--- src/rtl/mxint8_block_quantizer_pkg.sv ---
// mxint8_block_quantizer_pkg
// Shared widths, constants and FSM state type for the float32 -> MXINT8 block quantizer.
// The width macros may be overridden on the command line; defaults apply otherwise.
// Optional feature macro used by the top: MXINT8_QUANT_SAT_CNT_EN.

`ifndef BLOCK_SIZE
`define BLOCK_SIZE 32
`endif
`ifndef SCALE_WIDTH
`define SCALE_WIDTH 8
`endif
`ifndef MXINT8_ELEMENT_WIDTH
`define MXINT8_ELEMENT_WIDTH 8
`endif
`ifndef FLOAT32_WIDTH
`define FLOAT32_WIDTH 32
`endif

package mxint8_block_quantizer_pkg;

    localparam int unsigned BlockSize    = `BLOCK_SIZE;
    localparam int unsigned ScaleWidth   = `SCALE_WIDTH;
    localparam int unsigned ElemWidth    = `MXINT8_ELEMENT_WIDTH;
    localparam int unsigned Float32Width = `FLOAT32_WIDTH;

    // E8M0 encoding reserved for NaN.
    localparam logic [7:0] E8m0Nan = 8'hFF;

    // Largest INT8 magnitude produced; -128 is never emitted.
    localparam int unsigned Int8Max = 127;

    typedef enum logic [1:0] {
        COLLECT,
        QUANT,
        OUT
    } state_e;

endpackage

--- src/rtl/mxint8_elem_quant.sv ---
// mxint8_elem_quant
// Combinational quantizer for one element: aligns a float32 to the shared exponent,
// rounds to nearest (ties away from zero), clamps to +/-127 and applies the sign.
// Ports:
//   i_float32    - IEEE-754 single input (zero/denormal treated as zero)
//   i_shared_exp - shared biased exponent of the block (>= element exponent)
//   o_elem       - two's-complement INT8 element with implicit 2^-6 scaling
//   o_sat        - magnitude was clamped to 127

module mxint8_elem_quant
    import mxint8_block_quantizer_pkg::*;
(
    input  logic [31:0] i_float32,
    input  logic [7:0]  i_shared_exp,
    output logic [7:0]  o_elem,
    output logic        o_sat
);

    logic [7:0]  exp_in;
    logic [23:0] mant;
    logic [8:0]  shift;
    logic [7:0]  tail;
    logic [7:0]  mag;
    logic [6:0]  clamped;

    always_comb begin
        exp_in = i_float32[30:23];
        mant   = {1'b1, i_float32[22:0]};
        shift  = 9'd17 + {1'b0, 8'(i_shared_exp - exp_in)};
        tail   = '0;
        mag    = '0;
        if ((exp_in != 8'd0) && (shift <= 9'd24)) begin
            // Keep one extra bit below the LSB; it is the rounding bit.
            tail = 8'(mant >> (shift - 9'd1));
            mag  = {1'b0, tail[7:1]} + {7'd0, tail[0]};
        end
        o_sat   = (mag > 8'(Int8Max));
        clamped = o_sat ? 7'(Int8Max) : mag[6:0];
        o_elem  = i_float32[31] ? (8'd0 - {1'b0, clamped}) : {1'b0, clamped};
    end

endmodule

--- src/rtl/mxint8_block_quantizer.sv ---
// mxint8_block_quantizer
// Streaming float32 -> MXINT8 encoder. Collects BLOCK_SIZE scalars, derives the shared
// E8M0 scale from the largest exponent, quantizes one element per cycle and presents
// the finished block on a valid/ready output.
// Ports:
//   clk, rst_n             - clock, synchronous active-low reset
//   i_valid / o_in_ready   - input element handshake, i_float32 data
//   o_valid / i_out_ready  - output block handshake
//   o_scale                - shared E8M0 scale (0xFF on NaN/Inf)
//   o_mxint8_elements      - quantized INT8 elements
//   o_nan                  - block contained NaN/Inf
//   o_sat_count            - clamped-element count (only with MXINT8_QUANT_SAT_CNT_EN)

module mxint8_block_quantizer
    import mxint8_block_quantizer_pkg::*;
#(
    parameter int unsigned BLOCK_SIZE  = BlockSize,
    parameter int unsigned SCALE_WIDTH = ScaleWidth,
    parameter int unsigned ELEM_WIDTH  = ElemWidth
) (
    input  logic                    clk,
    input  logic                    rst_n,
    input  logic                    i_valid,
    output logic                    o_in_ready,
    input  logic [Float32Width-1:0] i_float32,
    output logic                    o_valid,
    input  logic                    i_out_ready,
    output logic [SCALE_WIDTH-1:0]  o_scale,
    output logic [ELEM_WIDTH-1:0]   o_mxint8_elements [BLOCK_SIZE-1:0],
`ifdef MXINT8_QUANT_SAT_CNT_EN
    output logic [$clog2(BLOCK_SIZE+1)-1:0] o_sat_count,
`endif
    output logic                    o_nan
);

    localparam int unsigned IdxW = $clog2(BLOCK_SIZE);
    localparam logic [IdxW-1:0] IdxLast = IdxW'(BLOCK_SIZE - 1);

    state_e                  state_q;
    logic [IdxW-1:0]         idx_q;
    logic [IdxW-1:0]         qidx_q;
    logic [7:0]              max_exp_q;
    logic                    nan_q;
    logic                    nan_out_q;
    logic [SCALE_WIDTH-1:0]  scale_q;
    logic [ELEM_WIDTH-1:0]   elems_q [BLOCK_SIZE-1:0];
    logic [31:0]             buf_q [BLOCK_SIZE-1:0];
    logic [7:0]              in_exp;
    logic [7:0]              q_elem;
    logic                    q_sat;

    assign in_exp = i_float32[30:23];

    mxint8_elem_quant u_elem_quant (
        .i_float32    (buf_q[qidx_q]),
        .i_shared_exp (max_exp_q),
        .o_elem       (q_elem),
        .o_sat        (q_sat)
    );

    // Element storage needs no reset: every slot is rewritten before it is quantized.
    always_ff @(posedge clk) begin
        if (rst_n && (state_q == COLLECT) && i_valid) begin
            buf_q[idx_q] <= i_float32;
        end
    end

`ifdef MXINT8_QUANT_SAT_CNT_EN
    logic [$clog2(BLOCK_SIZE+1)-1:0] sat_cnt_q;

    always_ff @(posedge clk) begin
        if (!rst_n) begin
            sat_cnt_q <= '0;
        end else if (state_q == QUANT) begin
            sat_cnt_q <= ((qidx_q == '0) ? '0 : sat_cnt_q)
                         + ($clog2(BLOCK_SIZE+1))'(q_sat && !nan_q);
        end else if ((state_q == OUT) && i_out_ready) begin
            sat_cnt_q <= '0;
        end
    end

    assign o_sat_count = sat_cnt_q;
`endif

    always_ff @(posedge clk) begin
        if (!rst_n) begin
            state_q   <= COLLECT;
            idx_q     <= '0;
            qidx_q    <= '0;
            max_exp_q <= '0;
            nan_q     <= 1'b0;
            nan_out_q <= 1'b0;
            scale_q   <= '0;
            for (int i = 0; i < BLOCK_SIZE; i++) begin
                elems_q[i] <= '0;
            end
        end else begin
            unique case (state_q)
                COLLECT: begin
                    if (i_valid) begin
                        // Zero/denormal inputs have exponent 0 and never raise the max.
                        if (in_exp == E8m0Nan) begin
                            nan_q <= 1'b1;
                        end else if (in_exp > max_exp_q) begin
                            max_exp_q <= in_exp;
                        end
                        if (idx_q == IdxLast) begin
                            state_q <= QUANT;
                            idx_q   <= '0;
                            qidx_q  <= '0;
                        end else begin
                            idx_q <= idx_q + IdxW'(1);
                        end
                    end
                end
                QUANT: begin
                    elems_q[qidx_q] <= nan_q ? '0 : ELEM_WIDTH'(q_elem);
                    if (qidx_q == '0) begin
                        scale_q   <= nan_q ? SCALE_WIDTH'(E8m0Nan) : SCALE_WIDTH'(max_exp_q);
                        nan_out_q <= nan_q;
                    end
                    if (qidx_q == IdxLast) begin
                        state_q <= OUT;
                    end else begin
                        qidx_q <= qidx_q + IdxW'(1);
                    end
                end
                OUT: begin
                    if (i_out_ready) begin
                        state_q   <= COLLECT;
                        idx_q     <= '0;
                        max_exp_q <= '0;
                        nan_q     <= 1'b0;
                    end
                end
                default: state_q <= COLLECT;
            endcase
        end
    end

    assign o_in_ready        = (state_q == COLLECT);
    assign o_valid           = (state_q == OUT);
    assign o_scale           = scale_q;
    assign o_nan             = nan_out_q;
    assign o_mxint8_elements = elems_q;

endmodule
--- config.mk ---
export PLATFORM = sky130hd
export DESIGN_NAME = mxint8_block_quantizer
export DESIGN_NICKNAME = d
export VERILOG_FILES = /design/src/rtl/mxint8_block_quantizer_pkg.sv /design/src/rtl/mxint8_elem_quant.sv /design/src/rtl/mxint8_block_quantizer.sv
export SDC_FILE = /design/constraint.sdc
export NUM_CORES = 1
export LEC_CHECK = 0
export CAP_MARGIN = 20
export CELL_PAD_IN_SITES_DETAIL_PLACEMENT = 1
export CELL_PAD_IN_SITES_GLOBAL_PLACEMENT = 2
export CORE_MARGIN = 2
export CORE_UTILIZATION = 39
export CTS_CLUSTER_DIAMETER = 50
export DETAILED_ROUTE_END_ITERATION = 6
export HOLD_SLACK_MARGIN = 0.12
export PLACE_DENSITY = 0.69
export SETUP_SLACK_MARGIN = 0.2
export SLEW_MARGIN = 20
export SYNTH_ARGS = -nofsm -noshare
export SYNTH_HDL_FRONTEND = slang
export SYNTH_SLANG_ARGS = --single-unit
--- constraint.sdc ---
create_clock -name clk -period 20.4 [get_ports clk]
set_input_delay 4.08 -clock clk [delete_from_list [all_inputs] [get_ports clk]]
set_output_delay 4.08 -clock clk [all_outputs]
set_load 0.02 [all_outputs]
==> summary by stage, run 1 <==
Synth
The flop and latch count out of synthesis is roughly 1300. The multiplexer share of the synthesized area is 0.1142. After synthesis, the share of flip-flops with an asynchronous set or reset is 0. When the netlist entered floorplanning its net count stood at roughly 3600. The count of flip-flops with a built-in enable after synthesis is 1024.

Dividing the synthesized area by the synthesized cell count gives 14.98 sq um. Yosys mapped the design onto 92 distinct sky130hd cell types. The share of the Yosys chip area taken by registers is 0.6913.

The fraction of the mapped netlist area in adder cells is 0.007473. Yosys printed 0 warnings. Of the total synthesized cell area, the portion taken by XOR and XNOR cells is 0.005794. In this run the cell area of the synthesized design comes to 52910 sq um. Among all flip-flop cells after synthesis, the most frequent one is sky130_fd_sc_hd__edfxtp_1. The post-synthesis compound-gate area fraction is 0.07740. Counting every instance in the synthesized netlist gives 3532. The largest family of logic cells by synthesized area is multiplexers. The share of synthesized cell area in and, or, nand and nor gates is 0.07965.

Routing
The wire length per cell after detailed routing is 28.38 microns. Once detail routing completed, the nets flagged for antenna violations numbered 0. The detail-routed via count per cell is 5.573. The first detailed-routing pass ran for 6 iterations. The post-route DRC violation count is 0.

The total via count in the routed design is around 32000. The routed design has ~160000 microns of wire. The initial DRC count is 2816.

Pwr
The combinational fraction of design power is 0.048. The clock network power share is 0.462. The proportion of power drawn by flip-flops and latches is 0.490. The leakage power summed over all cells is 19.36 nW. The internal portion of total power is 0.004585 W. The switching share of power is 0.2248. IR analysis of the VDD net gives a maximum drop of between 0.00007 and 0.00008 V. The total power density per cell area is roughly 94 nW/um^2. The switching power summed over all nets is 0.001330 W. The total chip power is 0.005915 W.

STA
In this run the tightest slew margin relative to its limit is 0.2591. Subtracting the final worst setup slack from the clock period gives 10.85 ns. For the pin with the worst max-slew slack, the measured transition is 1.107 ns. After routing, the total negative slack on setup checks comes to 0 ns.

The max-slew violation count is 0. The final-report hold violation count is 0. Setup repair after global routing left no endpoint under its margin. The final worst-path cycle share is 0.5318. Setup violations remaining at the end of the flow were counted as 0. The final worst clock skew is 0.04089 ns. Static timing analysis puts the maximum clock frequency at around 0.092 GHz. The minimum setup slack in the final design is 9.551 ns.

Placement
Before CTS, the worst setup slack after placement is 9.549 ns. The placed wire-length estimate is 95230 microns. Buffers placed on the I/O ports in this run total 302. Routability-driven placement finished with a final weighted congestion of 0.8229.

Floorplan
The number of placement rows is between 100 and 150. During I/O placement, the number of pins put on the boundary was 303. The floorplan step defined a die boundary enclosing 138600 sq um. The initial cell density of the core is 0.3915.

The die extent in y is 372.3 microns. The x dimension of the die is 372.3 microns. The core region is about 140000 sq um.

Cells and area
In the layout the commonest cells are 1024 x sky130_fd_sc_hd__edfxtp_1, 322 x sky130_fd_sc_hd__nand2_1, 294 x sky130_fd_sc_hd__clkdlybuf4s50_1. The area added between synthesis and finish is 18.99%. The library cell used most frequently in the layout, excluding fill and tap cells, is sky130_fd_sc_hd__edfxtp_1. In the final layout, the share of cells above drive strength 1 is 0.1449.

The number of nets in the finished design is 3907. The fill cell total of the finished layout is 13270.

Worst setup path
The largest individual stage delay along the critical path comes from the cell sky130_fd_sc_hd__o21ai_4. For flop-to-flop paths, the worst setup slack is ~9.6 ns. In this design, the stage delay of the slowest critical-path cell is 0.88 ns. The cell type group with the largest total delay on the critical path is compound AO/OA/AOI/OAI gates. The largest fanout on the critical path is 33. Data arrives at the worst endpoint at 11.46 ns. The number of buffer and inverter stages on the critical path is 5. The endpoint identified for the worst register-to-register timing path is o_mxint8_elements[92]. Measured in cells, the most critical reg-to-reg path has a length of 32. At the worst endpoint, the required time is 21.01 ns. The critical path start-end classification is flop to flop.

The critical path endpoint category is a flop. The worst setup path is launched from a flop.

GRT
The largest net degree at the start of global routing is between 100 and 150. The number of antenna violations at the first check in global routing came to 7. After global routing the overflow that remains totals 0. Across every metal layer, demand over resource in global routing totals 0.2334.

The first global-routing pass estimated about 230000 microns of wire. The via count of the first global-routing pass came to between 30000 and 40000.

Run status
The run finished with clean final reports.

Clock tree
The clock-pin slew of the registers on the worst-case setup and hold paths is 0.06 ns. Buffers inserted to repair hold after CTS numbered 0. The number of cells upsized or downsized after cts is 0. The buffer levels on the longest clock path is 3. The root buffer cell chosen for the clock tree is sky130_fd_sc_hd__clkbuf_16. For this design, the sink count on the clock tree is 1315. The H-tree was split into 4 levels. The clock insertion delay at the later pin of the skew report is 0.80 ns. The post-CTS setup-driven buffer insertion count is 0. Buffers inserted during clock tree synthesis total around 150.

TritonCTS built the clock tree.

Hold path
The hold path startpoint is o_mxint8_elements[146]. The worst hold path belongs to the class flop to flop. The end point of the most critical hold path is o_mxint8_elements[146]. The worst hold path was traced through 2 stages.

Flow run
The number of maximum-capacitance violations is 0.
-- power by group through the flow --
stage | combinational [W] | clock (W) | sequential (W)
4_1_cts | 0.000284 | 0.00279 | 0.00290
6_report | 0.000284 | 0.00274 | 0.00290
2_1_floorplan | 0.000174 | 0 | 0.00295
5_1_grt | 0.000309 | 0.00289 | 0.00290
3_3_place_gp | 0.000282 | 0 | 0.00295
3_5_place_dp | 0.000283 | 0 | 0.00295
-- tightest hold or removal path, stage by stage (launching register included) --
cell                       delay [ns]
sky130_fd_sc_hd__dfxtp_1         0.30
sky130_fd_sc_hd__nand2_1         0.05
sky130_fd_sc_hd__a21boi_1        0.05
-- cell families (layout without fill, tap and decap cells) --
kind of cell / after synthesis / after routing
buffers and inverters: 251 / 687
flip-flops: 1315 / 1315
multiplexers: 430 / 430
AND/OR/NAND/NOR: 887 / 887
adder cells (fa/ha/maj): 31 / 31
other: 0 / 2
AO/OA/AOI/OAI: 592 / 592
XOR/XNOR: 26 / 26
-- synthesized netlist by cell type, drive strengths merged, types with 14 or more instances --
master  number  area (sq um)
nand2      322          1209
dfxtp      291          5826
a221oi      26         234.0
nor2       125         481.7
a22oi      115         863.3
mux4       138          3108
edfxtp    1024         30750
o22ai       26         168.9
clkbuf     126         473.0
inv         23         86.33
a21oi       43         234.0
a21boi      73         548.0
mux2i      284          2843
nor2b       26         162.7
o21ai      224          1237
nor3        54         285.3
xnor2       14         137.6
nand3      220          1101
buf        102         721.9
ha          30         375.4
and2        49         306.5
nand2b      16         100.1
-- worst max-delay path by stage --
stage / end / start / depth (start not counted) / slack [ns]
5_1_grt: o_mxint8_elements[92] / flop / 32 / 8.56
4_1_cts: o_mxint8_elements[236] / flop / 32 / 9.54
3_3_place_gp: o_mxint8_elements[108] / flop / 32 / 9.65
6_report: o_mxint8_elements[92] / flop / 32 / 9.55
3_5_place_dp: o_mxint8_elements[236] / flop / 32 / 9.55
2_1_floorplan: o_mxint8_elements[36] / flop / 40 / 12.61
-- metrics by stage --
step                cells  hold WS [ns]  instance area, sq um    util
detailed placement   5465        0.4443                 57930  0.4287
finish               5751        0.4514                 62960  0.4659
floorplan            3532        0.4820                 52910       -
global route         5750        0.4788                 62950  0.4659
CTS                  5749        0.4512                 62980  0.4661
global placement     5465        0.4421                 57930  0.4287
-- layer usage --
layer  part of all wire  GRT usage  up-vias
met5            0.00017          0        -
met4              0.025    0.06912        4
met3              0.062    0.04571      244
met2               0.49     0.3891     1027
met1               0.43     0.3089    16510
li1                   -          -    14270
-- registers in the layout, summed over array words and instances, names as in the netlist, named ones only --
signal	cells
buf_q	1024
o_mxint8_elements	256
max_exp_q	8
o_scale	8
idx_q	5
qidx_q	5
state_q	2
nan_q	1
o_nan	1
-- area by class of cell --
| type | count | area (sq um) | share of cell area |
|---|---|---|---|
| antenna | 2 | 5.005 | 0.00007950 |
| clock buffer | 205 | 4204 | 0.06678 |
| clock inverter | 79 | 845.8 | 0.01344 |
| inverter | 23 | 86.33 | 0.001371 |
| multi-input combinational | 1966 | 15400 | 0.2446 |
| sequential | 1315 | 36590 | 0.5812 |
| tap | 1781 | 2228 | 0.03540 |
| timing repair buffer | 380 | 3602 | 0.05722 |
No activity file was read; power rests on OpenSTA's default activity.
==> run 2, diff against run 1 <==
clock period = 10.9 ns   (was 20.4 ns; I/O delays follow)
==> run 2 against run 1 <==
- maximum frequency grew 12%
- clock-buffer cell count shrank 7
- utilization up 0.25 points
- clock power increased by 94%
- clock skew up 0.0034 ns
==> summary by stage, run 2 (synthesized netlist as in run 1, its figures left out) <==
Floorplan
For this configuration, the core starts out at a cell density of 0.3915. 303 I/O pins were placed. The die extent in y is 372.3 microns. The number of placement rows is 135.

The die is 372.3 microns wide. The area of the die is approximately 140000 sq um. The area of the core is 135100 sq um.

Worst setup path
The worst setup path is captured at a flop. Measured in cells, the most critical reg-to-reg path has a length of 29. The critical path required time is 11.53 ns.

The arrival time at the worst endpoint is approximately 10 ns. In this run the critical register-to-register path is captured at o_mxint8_elements[132]. Among the stages of the critical path, the cell type that occurs most often is sky130_fd_sc_hd__a21oi_1. The maximum single-stage delay on the critical path is 0.74 ns. The largest fanout on the critical path is 42. The cell with the biggest individual delay on the critical path is sky130_fd_sc_hd__dfxtp_4. The kind of start point of the critical path is a flop. The minimum setup slack among reg-to-reg paths is 1.24 ns. The worst setup path is of the flop to flop kind.

Routing
In the routed design, unresolved DRC markers number 0. The pre-antenna-repair detailed-routing pass consisted of 5 iterations. In the final routed layout, each cell accounts on average for 28.71 microns. The detailed-route wire length is approximately 170000 microns. The number of nets with antenna violations after detailed routing is 0. Detailed routing inserted a total of ~32000 vias.

After the first detailed-routing iteration, the DRC count stood at between 2000 and 3000. Using the TritonRoute via totals, the vias-per-cell ratio works out to 5.615.

Cells and area
The area added between synthesis and finish is 19.63%. The register with the most flip-flops in the layout has around 1000 of them. The number of nets in the finished design is just under 4000. Of the cells placed in the final design, the portion with a size suffix greater than 1 is 0.1483. The commonest non-fill, non-tap cell in the layout is sky130_fd_sc_hd__edfxtp_1. The final design instance area without fill is 63290 sq um. The library cells used most frequently in the layout, excluding fill and tap cells, are 1024 x sky130_fd_sc_hd__edfxtp_1, 322 x sky130_fd_sc_hd__nand2_1, 295 x sky130_fd_sc_hd__clkdlybuf4s50_1. buf_q holds more flip-flops than any other register.

Clock tree
The H-tree was split into 4 levels. Counting along the longest clock path gives a buffer depth of 3. Buffers inserted during clock tree synthesis total 157. TritonCTS built the clock tree. The number of cells upsized or downsized after cts is 0. The cell at the root of the clock tree is sky130_fd_sc_hd__clkbuf_16.

Buffers added to address setup during post-CTS repair amount to 0. For this design, the CTS-stage hold fixing added 0 buffers. The total clock sinks is approximately 1300. The clock insertion delay at the later pin of the skew report is 0.80 ns. The clock-pin slew of the registers on the worst-case setup and hold paths is 0.05 ns.

STA
The worst pin sits at a relative slew slack of 0.2645. The max-slew violation count is 0. The transition time of the tightest slew-check pin is 1.100 ns.

Setup repair after global routing left no endpoint under its margin. The number of setup violations in the final report is 0. The final-report hold violation count came to 0. The final worst clock skew is roughly 0.044 ns. The final total negative setup slack is 0 ns. The fmax is 0.1036 GHz. The final worst-path cycle share is 0.8859. After layout, the minimum clock period comes to roughly 9.7 ns.

Placement
In this run the tool buffered the top-level ports with 302 buffer cells. In this run the cell area measured after placement is about 58000 sq um. The placed wire-length estimate is 96070 microns. The global placer's final weighted congestion is between 0.8 and 0.9.

Hold path
The worst hold path begins at o_mxint8_elements[90]. The tightest min-delay check is of the flop to flop type. The path with the worst hold slack has its endpoint at o_mxint8_elements[90]. The worst hold path passes through 2 cells.

Flow run
The number of maximum-capacitance violations is 0.

GRT
Entering global routing, the biggest net connects 217 pins. The number of antenna violations at the first check in global routing is 7. Across every metal layer, demand over resource in global routing totals 0.2379. The total grt overflow is 0. The via count of the first global-routing pass is roughly 33000. The wire length of the first global-routing pass is 238300 microns.

Run status
The run finished with clean final reports.

Pwr
The total power density per cell area is 178.2 nW/um^2. The leakage power summed over all cells is 19.53 nW. The peak ir drop on the vdd network is 0.0001722 V.
## run 2: changes by cell type in the layout (fill, tap and decap cells not counted), moves of 2 or more
cell,previous run,this run
sky130_fd_sc_hd__buf_4,76,81
sky130_fd_sc_hd__bufinv_16,12,17
sky130_fd_sc_hd__clkbuf_1,39,35
sky130_fd_sc_hd__clkinv_4,3,7
sky130_fd_sc_hd__clkinv_1,20,23
sky130_fd_sc_hd__clkinv_16,1,4
sky130_fd_sc_hd__inv_6,6,9
sky130_fd_sc_hd__buf_12,2,4
sky130_fd_sc_hd__clkinvlp_4,9,7
## run 2: critical path, delay by kind of cell, from the launching register on
kind	cells	cell delay, ns
buffers and inverters	3	1.58
multiplexers	1	0.60
adder cells (fa/ha/maj)	3	0.90
AND/OR/NAND/NOR	7	1.68
XOR/XNOR	1	0.45
flip-flops	1	0.74
AO/OA/AOI/OAI	14	3.44
## run 2: worst max-delay path by stage
stage | endpoint | slack (ns) | depth (start not counted)
floorplan | o_mxint8_elements[36] | 3.11 | 40
global route | o_mxint8_elements[84] | 0.53 | 30
detailed placement | o_mxint8_elements[188] | 1.23 | 29
finish | o_mxint8_elements[132] | 1.24 | 29
global placement | o_mxint8_elements[132] | 1.41 | 29
CTS | o_mxint8_elements[132] | 1.19 | 29
## run 2: per-stage QoR
| step | total power (W) | std cells | hold WS (ns) | util | worst slack, ns |
|---|---|---|---|---|---|
| after floorplan | 0.005847 | 3532 | 0.4820 | - | 3.110 |
| after global placement | 0.006062 | 5472 | 0.4396 | 0.4293 | 1.411 |
| after detailed placement | 0.006061 | 5472 | 0.4452 | 0.4293 | 1.231 |
| after CTS | 0.01137 | 5765 | 0.4522 | 0.4685 | 1.194 |
| after global routing | 0.01162 | 5766 | 0.4769 | 0.4684 | 0.5266 |
| final | 0.01128 | 5768 | 0.4503 | 0.4684 | 1.244 |
## run 2: area by class of cell
type                            instances  area, sq um
Fill cell                           13170        71840
Sequential cell                      1315        36590
Multi-Input combinational cell       1966        15400
Clock buffer                          198         4143
Timing Repair Buffer                  387         3685
Tap cell                             1781         2228
Clock inverter                         95         1157
Inverter                               23        86.33
Antenna cell                            3        7.507
## run 2: routing by layer
layer,up-vias,track usage,share of wire
li1,14290,-,-
met4,6,0.06379,0.022
met2,1052,0.3980,0.49
met5,-,0,0.00025
met1,16810,0.3191,0.43
met3,233,0.04251,0.060
## run 2: where the power goes
group	leakage, nW	total (W)	switching (W)	internal (W)
registers	11.6	0.00542	0.00000808	0.00541
clock network	2.56	0.00532	0.00217	0.00314
logic	5.42	0.000542	0.000383	0.000158
==> run 3, diff against run 2 <==
SKIP_CTS_REPAIR_TIMING = 1   (was unset)
==> results of run 3 <==
The final DEF is identical to that of run 2; final timing and power are the same.
